--- src/rtl/uart_receive.sv ---
// -----------------------------------------------------------------------------
// uart_receive
//   8N1 UART receiver (LSB first, idle-high line). Bit timing comes from an
//   external oversampled tick enable. A received byte is held in rx_data with
//   rda set, along with framing/overrun (and optionally parity) status. A
//   read_en strobe consumes the byte and clears the status flags.
//
//   Optional build macro: UART_RX_PARITY_EN
//     When defined, a parity bit (even parity) is expected between the last
//     data bit and the stop bit, and parity_err reports a mismatch.
//     When undefined, frames are 8N1 and parity_err is tied to 0.
//
// Parameters:
//   OVERSAMPLE  - rx_tick pulses per bit period (even, >= 4)
//   SYNC_STAGES - flops in the rxd synchronizer (>= 2)
//
// Ports:
//   clk         in   system clock
//   rst_n       in   asynchronous active-low reset
//   rx_tick     in   one-clk enable pulse at OVERSAMPLE x baud rate
//   rxd         in   asynchronous serial input, idle high
//   read_en     in   consumer strobe; pops the held byte and clears status
//   rx_data     out  last received byte
//   rda         out  receive data available
//   framing_err out  stop bit sampled low on the held byte
//   overrun_err out  a byte was overwritten before being read
//   parity_err  out  parity mismatch on the held byte (0 without the macro)
// -----------------------------------------------------------------------------
module uart_receive #(
  parameter int OVERSAMPLE  = 16,
  parameter int SYNC_STAGES = 2
) (
  input  logic       clk,
  input  logic       rst_n,
  input  logic       rx_tick,
  input  logic       rxd,
  input  logic       read_en,
  output logic [7:0] rx_data,
  output logic       rda,
  output logic       framing_err,
  output logic       overrun_err,
  output logic       parity_err
);

  localparam int TW = (OVERSAMPLE > 1) ? $clog2(OVERSAMPLE) : 1;
  // Last tick index of half a bit (start-bit centre) and of a full bit.
  localparam logic [TW-1:0] HALF_LAST = TW'(OVERSAMPLE / 2 - 1);
  localparam logic [TW-1:0] FULL_LAST = TW'(OVERSAMPLE - 1);

  typedef enum logic [2:0] {
    S_IDLE,
    S_START,
    S_DATA,
    S_PARITY,
    S_STOP,
    S_BREAK
  } state_t;

  state_t                 state_q, state_d;
  logic [TW-1:0]          tick_q, tick_d;
  logic [2:0]             bit_q, bit_d;
  logic [SYNC_STAGES-1:0] sync_q, sync_d;
  logic [7:0]             shift_q, shift_d;
  logic [7:0]             rx_data_q, rx_data_d;
  logic                   rda_q, rda_d;
  logic                   fe_q, fe_d;
  logic                   oe_q, oe_d;
`ifdef UART_RX_PARITY_EN
  logic                   par_bit_q, par_bit_d;
  logic                   pe_q, pe_d;
`endif

  logic rxd_s;
  logic complete;

  assign rxd_s = sync_q[SYNC_STAGES-1];

  always_comb begin
    state_d   = state_q;
    tick_d    = tick_q;
    bit_d     = bit_q;
    shift_d   = shift_q;
    rx_data_d = rx_data_q;
    rda_d     = rda_q;
    fe_d      = fe_q;
    oe_d      = oe_q;
`ifdef UART_RX_PARITY_EN
    par_bit_d = par_bit_q;
    pe_d      = pe_q;
`endif
    complete  = 1'b0;

    // rxd enters at bit 0 and emerges as rxd_s at the top bit.
    sync_d = {sync_q[SYNC_STAGES-2:0], rxd};

    // Consumer read. A completion on the same edge overrides these below,
    // so the new frame's status wins.
    if (read_en && rda_q) begin
      rda_d = 1'b0;
      fe_d  = 1'b0;
      oe_d  = 1'b0;
`ifdef UART_RX_PARITY_EN
      pe_d  = 1'b0;
`endif
    end

    case (state_q)
      S_IDLE: begin
        // Level-detect the start bit; ticks are not counted here.
        if (!rxd_s) begin
          state_d = S_START;
          tick_d  = '0;
        end
      end

      S_START: begin
        if (rx_tick) begin
          if (tick_q == HALF_LAST) begin
            tick_d  = '0;
            bit_d   = 3'd0;
            // High at the start-bit centre means a glitch, not a frame.
            state_d = rxd_s ? S_IDLE : S_DATA;
          end else begin
            tick_d = tick_q + 1'b1;
          end
        end
      end

      S_DATA: begin
        if (rx_tick) begin
          if (tick_q == FULL_LAST) begin
            tick_d  = '0;
            // Right shift: the first (LSB) bit ends up at bit 0 after eight.
            shift_d = {rxd_s, shift_q[7:1]};
            bit_d   = bit_q + 3'd1;
            if (bit_q == 3'd7) begin
`ifdef UART_RX_PARITY_EN
              state_d = S_PARITY;
`else
              state_d = S_STOP;
`endif
            end
          end else begin
            tick_d = tick_q + 1'b1;
          end
        end
      end

`ifdef UART_RX_PARITY_EN
      S_PARITY: begin
        if (rx_tick) begin
          if (tick_q == FULL_LAST) begin
            tick_d    = '0;
            par_bit_d = rxd_s;
            state_d   = S_STOP;
          end else begin
            tick_d = tick_q + 1'b1;
          end
        end
      end
`endif

      S_STOP: begin
        if (rx_tick) begin
          if (tick_q == FULL_LAST) begin
            tick_d   = '0;
            complete = 1'b1;
            // A low stop bit may be a break; wait for the line to recover
            // so a held-low line cannot look like a stream of start bits.
            state_d  = rxd_s ? S_IDLE : S_BREAK;
          end else begin
            tick_d = tick_q + 1'b1;
          end
        end
      end

      S_BREAK: begin
        if (rxd_s) begin
          state_d = S_IDLE;
          tick_d  = '0;
        end
      end

      default: begin
        state_d = S_IDLE;
        tick_d  = '0;
      end
    endcase

    if (complete) begin
      rx_data_d = shift_q;
      rda_d     = 1'b1;
      fe_d      = ~rxd_s;
      // Overrun only when the held byte is lost unread; a simultaneous read
      // has already cleared oe_d above.
      if (rda_q && !read_en) begin
        oe_d = 1'b1;
      end
`ifdef UART_RX_PARITY_EN
      pe_d = ^{shift_q, par_bit_q};
`endif
    end
  end

  always_ff @(posedge clk or negedge rst_n) begin
    if (!rst_n) begin
      state_q   <= S_IDLE;
      tick_q    <= '0;
      bit_q     <= 3'd0;
      sync_q    <= '1;
      shift_q   <= 8'h00;
      rx_data_q <= 8'h00;
      rda_q     <= 1'b0;
      fe_q      <= 1'b0;
      oe_q      <= 1'b0;
`ifdef UART_RX_PARITY_EN
      par_bit_q <= 1'b0;
      pe_q      <= 1'b0;
`endif
    end else begin
      state_q   <= state_d;
      tick_q    <= tick_d;
      bit_q     <= bit_d;
      sync_q    <= sync_d;
      shift_q   <= shift_d;
      rx_data_q <= rx_data_d;
      rda_q     <= rda_d;
      fe_q      <= fe_d;
      oe_q      <= oe_d;
`ifdef UART_RX_PARITY_EN
      par_bit_q <= par_bit_d;
      pe_q      <= pe_d;
`endif
    end
  end

  assign rx_data     = rx_data_q;
  assign rda         = rda_q;
  assign framing_err = fe_q;
  assign overrun_err = oe_q;
`ifdef UART_RX_PARITY_EN
  assign parity_err  = pe_q;
`else
  assign parity_err  = 1'b0;
`endif

endmodule

--- config.mk ---
export PLATFORM = sky130hd
export DESIGN_NAME = uart_receive
export DESIGN_NICKNAME = d
export VERILOG_FILES = /design/src/rtl/uart_receive.sv
export SDC_FILE = /design/constraint.sdc
export NUM_CORES = 1
export LEC_CHECK = 0
export ABC_AREA = 1
export BUFFER_PORTS_ARGS = -buffer_cell sky130_fd_sc_hd__clkbuf_2
export CORE_AREA = 10 10 79 81
export CTS_BUF_LIST = sky130_fd_sc_hd__clkbuf_8 sky130_fd_sc_hd__clkbuf_16
export DETAILED_ROUTE_END_ITERATION = 12
export DIE_AREA = 0 0 89 91
export PLACE_DENSITY = 0.46
export SLEW_MARGIN = 20
export SYNTH_ARGS = -nofsm -noshare
export SYNTH_HDL_FRONTEND = slang
export SYNTH_SLANG_ARGS = --single-unit
export TNS_END_PERCENT = 10
--- constraint.sdc ---
create_clock -name clk -period 4.4 [get_ports clk]
set_clock_uncertainty 0.15 [all_clocks]
set_input_delay 0.88 -clock clk [delete_from_list [all_inputs] [get_ports clk]]
set_output_delay 0.88 -clock clk [all_outputs]
set_load 0.01 [all_outputs]
After elaboration in Yosys (flattened, before gate mapping). Cells that the tools add are included.

Flip-flop bits (word level): 31. Bits of input ports: 5. Output and inout bits: 12. Word-level logic and storage cells: 73.

$add $sub $neg: 2. Equality and inequality tests: 17. Muxes and demuxes: 33. Bitwise operators: 1. Reduce and logical (&&, ||, !) cells: 11.

Operators by type and width (count): two-way mux 3 bit (14); two-way mux 4 bit (6); != test 2 bit (second input constant) (9); one-hot mux 4 bit (4 select lines) (1); one-hot mux 3 bit (5 select lines) (1); equality test 3 bit (second input constant) (3); two-way mux 1 bit (9); AND reduction 9 bit (1); one-hot mux 3 bit (2 select lines) (1); AND reduction 5 bit (1); adder 4 x 1 -> 4 bit (second input constant) (1); equality test 4 x 3 -> 1 bit (second input constant) (1); equality test 4 bit (second input constant) (1); AND reduction 4 bit (1); nonzero test 2 bit (2); adder 3 x 1 -> 3 bit (second input constant) (1); equality test 3 x 1 -> 1 bit (second input constant) (1); equality test 3 x 2 -> 1 bit (second input constant) (1); logical NOT 3 bit (1); AND reduction 3 bit (1); logical AND 1 bit (2); two-way mux 2 bit (1); != test 2 x 1 -> 1 bit (second input constant) (1); OR reduction 2 bit (1); 2 further kinds (2).

Longest topological paths before layout. Gate-level depths: netlist of run 1.

Depth in word-level cells: 5. Gate-level depth with buffers: 10. Mapped depth without buffers: 10.

Worst setup path before layout of run 1. No wires, ideal clock.

Path kind: input-to-reg. Start point: in rx_tick. End point: reg shift_q[7]. Data arrival time: 1508 ps. Path slack: 2669 ps. Stages: 5. Path buffers: 2. Cells stage by stage: nand2_2 or2_1 buf_6 buf_12 a21oi_2.

Cells in the longest elaborated chain, start to end: 1.

RTL lines: start: declaration (line 35) `input logic rx_tick,`; AND reduction 3 bit (no line); end signal: assignment (line 225) `shift_q <= shift_d;`; end: declaration (line 63) `logic [7:0] shift_q, shift_d;`.

No other way between the ends. A chain may end at the register's enable or synchronous reset.

Final worst setup path of run 1.
Start point: reg tick_q[0]. End point: reg shift_q[6].

Cells in the longest elaborated chain, start to end: 2.

RTL lines: start: declaration (line 60) `logic [TW-1:0] tick_q, tick_d;`; start signal: assignment (line 222) `tick_q <= tick_d;`; equality test 4 bit (line 131) `if (tick_q == FULL_LAST) begin`; AND reduction 3 bit (no line).

No other way between the ends.

==> results of run 1 <==
==> synth_stat cells (2+ instances only) <==
cell type | count | share of area
nand2_1 | 49 | 0.13
dfrtp_1 | 29 | 0.49
inv_1 | 18 | 0.046
nor2_1 | 12 | 0.031
nand3_1 | 10 | 0.034
o21ai_1 | 9 | 0.031
o21ai_2 | 9 | 0.054
a21oi_1 | 4 | 0.014
ha_1 | 3 | 0.026
inv_2 | 3 | 0.0077
nand2_2 | 3 | 0.013
o21ai_0 | 3 | 0.010
dfstp_2 | 2 | 0.036
==> flip-flops by register name, indices dropped and copies added, names as in the netlist, named ones only <==
name	count
state_q	3
tick_q	4
rda	1
rx_data	8
framing_err	1
sync_q	2
shift_q	8
bit_q	3
==> routing by layer <==
metal | track usage | vias to the layer above
li1 | - | 563
met2 | 0.116 | 20
met5 | 0 | -
met3 | 0.0349 | 6
met1 | 0.0940 | 510
met4 | 0.0358 | 0
==> area by class of cell <==
type	instances	share of cell area
Clock buffer	7	0.0577
Tap cell	54	0.0405
Timing Repair Buffer	15	0.0450
Sequential cell	31	0.466
Inverter	21	0.0472
Multi-Input combinational cell	112	0.341
Clock inverter	1	0.00225
==> cell families (layout without fill, tap and decap cells) <==
kind of cell | Yosys count | in the layout
DFF | 31 | 31
adders and majority gates | 3 | 3
and+or+nand+nor | 79 | 79
xor gates and xnor gates | 2 | 2
other | 1 | 1
AOI/OAI and AO/OA | 27 | 27
buffers and inverters | 25 | 44
==> through the flow <==
step	setup slack, ns	instances
2_1_floorplan	2.67	168
3_5_place_dp	2.21	233
4_1_cts	2.43	241
6_report	2.45	241
3_3_place_gp	2.29	233
5_1_grt	2.31	241
==> power breakdown <==
| group | total (mW) | switching (mW) | internal (mW) | leakage [nW] |
|---|---|---|---|---|
| clock network | 0.245 | 0.104 | 0.140 | 0.0557 |
| logic | 0.168 | 0.115 | 0.0530 | 0.356 |
| registers | 0.324 | 0.0194 | 0.305 | 0.417 |
==> worst max path at each step <==
stage	start	endpoint	slack [ns]	cells past startpoint
floorplan	rx_tick	shift_q[7]$_DFFE_PN0P_	2.67	5
global placement	rx_tick	shift_q[6]$_DFFE_PN0P_	2.29	4
detailed placement	rx_tick	shift_q[6]$_DFFE_PN0P_	2.21	4
CTS	tick_q[0]$_DFFE_PN0P_	shift_q[6]$_DFFE_PN0P_	2.43	6
global route	tick_q[0]$_DFFE_PN0P_	shift_q[6]$_DFFE_PN0P_	2.31	6
finish	tick_q[0]$_DFFE_PN0P_	shift_q[6]$_DFFE_PN0P_	2.45	6
==> worst register-to-register path, cell delays in order (launching register included) <==
cell and delay, ns:
dfrtp_1 0.40, ha_1 0.25, nand2_2 0.10, nor2_4 0.05
nand2_2 0.06, or2_1 0.61, o21ai_0 0.18
==> flow_summary.json, run 1 <==
{
  "seq_area_um2": 778,
  "fin_area_um2": 1670,
  "slowest_stage": "or2_1",
  "drv_cap": 0,
  "syn_avg_cell_area_um2": 8.75,
  "rsz0062_at_grt": "false",
  "synth-simple-area-share": 0.228,
  "htreeDepth": 2,
  "antenna_found_initial": 0,
  "synthArstFlopShare": 1.00,
  "grt_pass1_vias": 1020,
  "fillers": 472,
  "clkSlewWorstSetupHoldPaths_ns": 0.06,
  "synth_compound_area_frac": 0.119,
  "finalSetupViolCount": 0,
  "cpMostUsedCell": "nand2_2",
  "cp_num_buf_inv": 0,
  "syn_inst": 168,
  "viasPerCell": 4.56,
  "cts_resized": 0,
  "met1_length_mm": 1.33,
  "hold_viol_final": 0,
  "core_region_area_um2": 4660,
  "ys_types": 27,
  "crit_chain": "ha_1 > nand2_2 > nor2_4 > nand2_2 > or2_1 > o21ai_0",
  "grt_max_degree": 32,
  "final_util": 0.358,
  "synth_edf_count": 0,
  "hold_depth": 0,
  "die_x_um": 89,
  "hpwl_mm": 2.04,
  "cts_made_buffers": 5,
  "drc": 0,
  "num_io_pins": 17,
  "gp_congestion": 0.737,
  "post_cts_buffers": 0,
  "outcome": "finished, final reports clean",
  "dr_wl_met2_mm": 1.25,
  "cts_buffer_depth": 2,
  "wl_per_cell_um": 11.6,
  "cp_slowest_stage_delay_ns": 0.61,
  "drt_iter0_drc": 69,
  "reg2reg_slack_ns": 2.45,
  "fp.dieArea_um2": 8100,
  "r2r-end": "shift_q[6]$_DFFE_PN0P_",
  "finalWirelength_mm": 2.78,
  "num_antenna_cells": 0,
  "place_area_um2": 1570,
  "cts-root-buf": "clkbuf_8",
  "ant_nets": 0,
  "finalCritPeriodShare": 0.443,
  "end_kind": "register",
  "ctsHoldBuffers": 0,
  "cts_tree": "built",
  "path_delay_family": "simple AND/OR/NAND/NOR gates",
  "nNetsFinal": 194,
  "top_layer_used": "met4",
  "worstHoldEndpoint": "sync_q[1]$_DFF_PN1_",
  "yosysWarnings": 0,
  "synth_xor_area_frac": 0.0119,
  "insertion_delay_ns": 0.28,
  "r2r_start": "tick_q[0]$_DFFE_PN0P_",
  "slew_headroom": 0.481,
  "hold_start": "sync_q[0]$_DFF_PN1_",
  "synth_nets": 176,
  "multi_input_area_um2": 569,
  "start_util": 0.315,
  "critical_path_class": "register to register",
  "io_buffers": 15,
  "die_h_um": 91,
  "ys_seq_area_frac": 0.529,
  "hold_path_class": "register to register",
  "num_rows": 25,
  "reg2regPathDepth": 6,
  "grt_pass1_wl_mm": 4.97,
  "clock_sinks": 31,
  "dr.pass1.iters": 4,
  "leakage_nw": 0.829,
  "final_cell_mix": "nand2_1, dfrtp_1, inv_1",
  "grt_usage": 0.0781,
  "p_total_uw": 737,
  "synthMuxAreaShare": 0,
  "syn-cell-area_um2": 1470,
  "vias": 1099,
  "synthAdderAreaFrac": 0.0255,
  "min_period_ns": 1.95,
  "peakVddDrop_mv": 0.130,
  "area_delta_synth_final_pct": 13.5,
  "synth_top_family_by_area": "simple AND/OR/NAND/NOR gates",
  "routed-wl-met3_um": 160,
  "cp-start-kind": "register",
  "synth-main-ff-cell": "dfrtp_1",
  "slew_viol_final": 0,
  "grt.overflow.total": 0,
  "tightestPinTransition_ns": 0.778,
  "critical_path_required_ns": 4.38,
  "power.density_nw_per_um2": 442,
  "arrival_ns": 1.92,
  "fin_tns_setup_ns": 0,
  "drive_gt1_frac": 0.225,
  "worstPathMaxFanout": 19,
  "final_common_cell": "nand2_1",
  "synth-seq-cells": 31,
  "hold_ws_ns": 0.207,
  "fmax_mhz": 514
}
(Power assumes the default switching activity.)
==> inputs of run 2 (changes only) <==
--- a/config.mk
+++ b/config.mk
@@ -11,7 +11,7 @@
 export CTS_BUF_LIST = sky130_fd_sc_hd__clkbuf_8 sky130_fd_sc_hd__clkbuf_16
 export DETAILED_ROUTE_END_ITERATION = 12
 export DIE_AREA = 0 0 89 91
-export PLACE_DENSITY = 0.46
+export PLACE_DENSITY = 0.48
 export SLEW_MARGIN = 20
 export SYNTH_ARGS = -nofsm -noshare
 export SYNTH_HDL_FRONTEND = slang
==> constraint.sdc (replaced) <==
create_clock -name clk -period 1.6 [get_ports clk]
set_clock_uncertainty 0.15 [all_clocks]
set_input_delay 0.32 -clock clk [delete_from_list [all_inputs] [get_ports clk]]
set_output_delay 0.32 -clock clk [all_outputs]
set_load 0.01 [all_outputs]
==> run 2 against run 1 <==
The run now ends with setup timing left. Global-route usage about the same. Die area unchanged. Sequential power rose to 2.7 times the previous value. Count of clock-buffer cells in the layout down 1. Critical path depth up 2. Critical endpoint unchanged.
==> flow_summary.json, run 2 (synthesis gave the netlist of run 1 again) <==
{
  "finalWirelength_mm": 2.96,
  "hold_ws_ns": 0.0906,
  "end_kind": "register",
  "clkSlewWorstSetupHoldPaths_ns": 0.07,
  "clockPowerShare": 0.335,
  "grt.busiest_layer": "met2",
  "outcome": "finished, violations left",
  "grt_pass1_wl_mm": 5.08,
  "use_met2": 0.130,
  "final_common_cell": "nand2_1",
  "rsz0062_at_grt": "true",
  "finalSetupViolCount": 2,
  "clock_sinks": 31,
  "fin_area_um2": 1910,
  "nNetsFinal": 215,
  "place_area_um2": 1690,
  "crit_chain": "ha_2 > nand2_2 > nor2_4 > nand2_2 > or2_4 > buf_12 > nand2_1 > o21ai_2",
  "cts_buffer_depth": 2,
  "die_h_um": 91,
  "violations": "setup timing",
  "antenna_found_initial": 0,
  "globalRouteMet3Util": 0.0286,
  "critical_path_required_ns": 1.61,
  "cts-root-buf": "clkbuf_8",
  "drc": 0,
  "place_inst": 248,
  "num_antenna_cells": 0,
  "peakVddDrop_mv": 0.405,
  "dr.pass1.iters": 4,
  "htreeDepth": 2,
  "hpwl_mm": 2.21,
  "fp.dieArea_um2": 8100,
  "worstPathMaxFanout": 11,
  "finalNonFillerCells": 262,
  "hold_path_class": "input pin to register",
  "core_region_area_um2": 4660,
  "use_met1": 0.0875,
  "drv_cap": 0,
  "min_period_ns": 1.63,
  "netSwitchingPower_uw": 719,
  "ant_nets": 0,
  "area_delta_synth_final_pct": 29.9,
  "cts_tree": "built",
  "insertion_delay_ns": 0.27,
  "num_io_pins": 17,
  "cp_slowest_stage_delay_ns": 0.36,
  "hold_viol_final": 0,
  "dpl_worst_slack_ns": -0.0379,
  "die_x_um": 89,
  "slowest_stage": "dfrtp_1",
  "power.density_nw_per_um2": 1240,
  "p_int_mw": 1.64,
  "final_cell_mix": "nand2_1, dfrtp_1, buf_4",
  "fmax_mhz": 615,
  "drive_gt1_frac": 0.370,
  "grt_usage": 0.0782,
  "fin_ws_ns": -0.0262,
  "gp_congestion": 0.788,
  "start_util": 0.315,
  "grt.overflow.total": 0,
  "cp-start-kind": "register",
  "critical_path_class": "register to register",
  "slew_viol_final": 0,
  "io_buffers": 15,
  "cpMostUsedCell": "nand2_2",
  "fillers": 475,
  "viasPerCell": 4.40,
  "power_frac_comb": 0.290,
  "p_seq_frac": 0.375,
  "leakage_nw": 0.949,
  "grt_max_degree": 32,
  "switching_share": 0.304,
  "vias": 1152,
  "finalCritPeriodShare": 1.02,
  "grt_pass1_vias": 1160,
  "wl_per_cell_um": 11.3,
  "num_rows": 25,
  "arrival_ns": 1.64,
  "cts_made_buffers": 5,
  "drt_iter0_drc": 44
}
run 2: path summary, 6_finish.rpt:
| kind | start | slack, ns | cells after the start | to |
|---|---|---|---|---|
| worst max-delay path | tick_q[1]$_DFFE_PN0P_ | -0.03 | 8 | shift_q[6]$_DFFE_PN0P_ |
| worst min-delay path | read_en | 0.09 | 2 | rda$_DFFE_PN0P_ |
| worst max register to register | tick_q[1]$_DFFE_PN0P_ | -0.03 | 8 | shift_q[6]$_DFFE_PN0P_ |
| worst min register to register | sync_q[0]$_DFF_PN1_ | 0.21 | 0 | sync_q[1]$_DFF_PN1_ |
| max in group asynchronous | rst_n | 0.55 | 3 | sync_q[1]$_DFF_PN1_ |
| min in group asynchronous | rst_n | 0.44 | 3 | tick_q[2]$_DFFE_PN0P_ |
run 2: through the flow:
stage	util	total power [mW]	setup TNS, ns
4_1_cts	0.395	2.33	-0.126
2_1_floorplan	-	1.26	0
5_1_grt	0.410	2.53	-1.53
3_5_place_dp	0.363	1.52	-0.216
3_3_place_gp	0.363	1.51	-0.0121
6_report	0.410	2.36	-0.0312
run 2: repair_timing:
| action | 4_1_cts | 5_1_grt |
|---|---|---|
| endpoints found under the hold margin | 30 | 0 |
| pin swaps | 0 | 3 |
| hold buffers | 2 | 0 |
| cloned | 0 | 0 |
| endpoints found under the setup margin | 14 | 29 |
| buffers inserted | 0 | 4 |
| gates resized for setup | 3 | 18 |
run 2: worst max-delay path: cells and delay by family (launching register included):
kind	cells	cell delay (ns)
flip-flops	1	0.36
AO/OA/AOI/OAI	1	0.06
buffers and inverters	1	0.15
AND/OR/NAND/NOR	5	0.60
adder cells (fa/ha/maj)	1	0.19
run 2: final cells by class:
class	count	area, µm²	share of cell area
clock buffer	6	82.6	0.0433
clock inverter	2	35.0	0.0183
inverter	21	81.3	0.0426
multi-input combinational	112	611	0.320
sequential	31	778	0.408
tap	54	67.6	0.0354
timing repair buffer	36	254	0.133
run 2: power groups by stage:
stage / clock network [mW] / registers (mW) / logic, mW
6_report: 0.791 / 0.886 / 0.684
4_1_cts: 0.819 / 0.881 / 0.634
3_5_place_dp: 0 / 0.893 / 0.626
2_1_floorplan: 0 / 0.890 / 0.369
3_3_place_gp: 0 / 0.892 / 0.613
5_1_grt: 0.860 / 0.889 / 0.781
run 2: metal layers:
layer / routed length, µm / up-vias / part of all wire
li1: - / 604 / -
met1: 1330 / 530 / 0.45
met2: 1460 / 14 / 0.49
met3: 122 / 4 / 0.041
met4: 42 / 0 / 0.014
met5: 0 / - / 0
==> inputs of run 3 (changes only) <==
--- a/config.mk
+++ b/config.mk
@@ -12,6 +12,8 @@
 export DETAILED_ROUTE_END_ITERATION = 12
 export DIE_AREA = 0 0 89 91
 export PLACE_DENSITY = 0.48
+export REMOVE_ABC_BUFFERS = 1
+export SKIP_LAST_GASP = 1
 export SLEW_MARGIN = 20
 export SYNTH_ARGS = -nofsm -noshare
 export SYNTH_HDL_FRONTEND = slang
==> run 3 against run 2 <==
The run still ends with setup timing left. Total power decreased by 11%. Via count unchanged. Utilization decreased by 2.3 points. Non-clock buffer count decreased by 4. Worst hold slack improved by 0.0035 ns. Worst setup slack got worse by 0.016 ns. Combinational power decreased by 6.9%. Cell count decreased by 1.5%.
==> flow_summary.json, run 3 (synthesis gave the netlist of run 1 again) <==
{
  "critical_path_class": "register to register",
  "place_inst": 247,
  "hpwl_mm": 2.25,
  "die_h_um": 91,
  "cts_made_buffers": 5,
  "reg2reg_slack_ns": -0.04,
  "fp.dieArea_um2": 8100,
  "outcome": "finished, violations left",
  "final_common_cell": "nand2_1",
  "grt.overflow.total": 0,
  "finalNonFillerCells": 258,
  "dr.pass1.iters": 4,
  "power.density_nw_per_um2": 1160,
  "final_util": 0.387,
  "final_cell_mix": "nand2_1, dfrtp_1, inv_1",
  "drt_iter0_drc": 45,
  "insertion_delay_ns": 0.28,
  "violations": "setup timing",
  "hold_start": "read_en",
  "finalSetupViolCount": 8,
  "drv_cap": 0,
  "cts-root-buf": "clkbuf_8",
  "start_util": 0.315,
  "clock_sinks": 31,
  "dpl_worst_slack_ns": -0.111,
  "core_region_area_um2": 4660,
  "grt_pass1_vias": 1161,
  "drc": 0,
  "r2r_start": "tick_q[0]$_DFFE_PN0P_",
  "vias": 1152,
  "rsz0062_at_grt": "true",
  "reg2regPathDepth": 8,
  "ant_nets": 0,
  "num_antenna_cells": 0,
  "finalWirelength_mm": 2.96,
  "critical_path_required_ns": 1.62,
  "antenna_found_initial": 0,
  "gp_congestion": 0.795,
  "r2r-end": "shift_q[2]$_DFFE_PN0P_",
  "hold_depth": 2,
  "cts_buffer_depth": 2,
  "worstPathMaxFanout": 8,
  "grt_max_degree": 32,
  "seq_area_um2": 778,
  "p_total_mw": 2.10,
  "nNetsFinal": 211,
  "peakVddDrop_mv": 0.473,
  "wl_per_cell_um": 11.5,
  "num_rows": 25,
  "num_io_pins": 17,
  "fillers": 482,
  "arrival_ns": 1.66,
  "io_buffers": 15,
  "drive_gt1_frac": 0.299,
  "die_x_um": 89,
  "multi_input_area_um2": 584,
  "slew_viol_final": 0,
  "leakage_nw": 0.901,
  "grt_usage": 0.0804,
  "fmax_mhz": 609,
  "hold_viol_final": 0,
  "min_period_ns": 1.64,
  "cp-start-kind": "register",
  "hold_path_class": "input pin to register",
  "end_kind": "register",
  "htreeDepth": 2,
  "worstHoldEndpoint": "rda$_DFFE_PN0P_",
  "area_delta_synth_final_pct": 22.7,
  "viasPerCell": 4.47,
  "clkSlewWorstSetupHoldPaths_ns": 0.07,
  "finalCritPeriodShare": 1.03,
  "grt_pass1_wl_mm": 5.22,
  "cts_tree": "built",
  "fin_ws_ns": -0.0426
}
==> run 3: worst max path at each step <==
stage	endpoint	cells after the start	from	slack (ns)
after floorplan	shift_q[7]$_DFFE_PN0P_	7	tick_q[0]$_DFFE_PN0P_	-0.14
after global placement	state_q[0]$_DFFE_PN0P_	10	tick_q[0]$_DFFE_PN0P_	-0.02
after detailed placement	state_q[0]$_DFFE_PN0P_	10	tick_q[0]$_DFFE_PN0P_	-0.11
after CTS	register	8	tick_q[0]$_DFFE_PN0P_	-0.05
after global routing	register	8	state_q[0]$_DFFE_PN0P_	-0.13
final	shift_q[2]$_DFFE_PN0P_	8	tick_q[0]$_DFFE_PN0P_	-0.04
==> run 3: metrics by stage <==
stage	hold slack, ns	cell area [µm²]	setup TNS (ns)
after global routing	0.117	1800	-2.32
after global placement	0.206	1670	-0.0611
after floorplan	-0.126	1430	-1.16
after detailed placement	0.205	1670	-0.978
after CTS	0.0915	1800	-0.521
final	0.0941	1800	-0.256
==> run 3: critical path, stage by stage, from the launching register on <==
cell	delay, ns
dfrtp_1	0.38
ha_2	0.20
nand2_2	0.07
nor2_4	0.12
nand2_2	0.07
or2_4	0.25
buf_4	0.17
nand2_1	0.07
o21ai_2	0.05
==> run 3: timing repair <==
item,in CTS,in global routing
buffers inserted,1,0
cloned,0,0
hold buffers,2,0
resized for setup,4,2
setup endpoints to repair,21,29
hold endpoints to repair,30,0
==> run 3: area by class of cell <==
type	instances	area share
Clock inverter	3	0.00902
Tap cell	54	0.0374
Inverter	21	0.0451
Sequential cell	31	0.431
Clock buffer	5	0.0381
Multi-Input combinational cell	112	0.324
Timing Repair Buffer	32	0.115
==> run 3: power breakdown <==
group          switching (mW)  total (mW)  internal [mW]
sequential             0.0369       0.875          0.838
clock                   0.289       0.586          0.297
combinational           0.376       0.637          0.262
==> run 3: per-layer routing <==
metal | up-vias | part of all wire | track usage
li1 | 597 | - | -
met1 | 531 | 0.45 | 0.0915
met2 | 18 | 0.47 | 0.128
met3 | 6 | 0.063 | 0.0393
met4 | 0 | 0.014 | 0.0279
met5 | - | 0 | 0
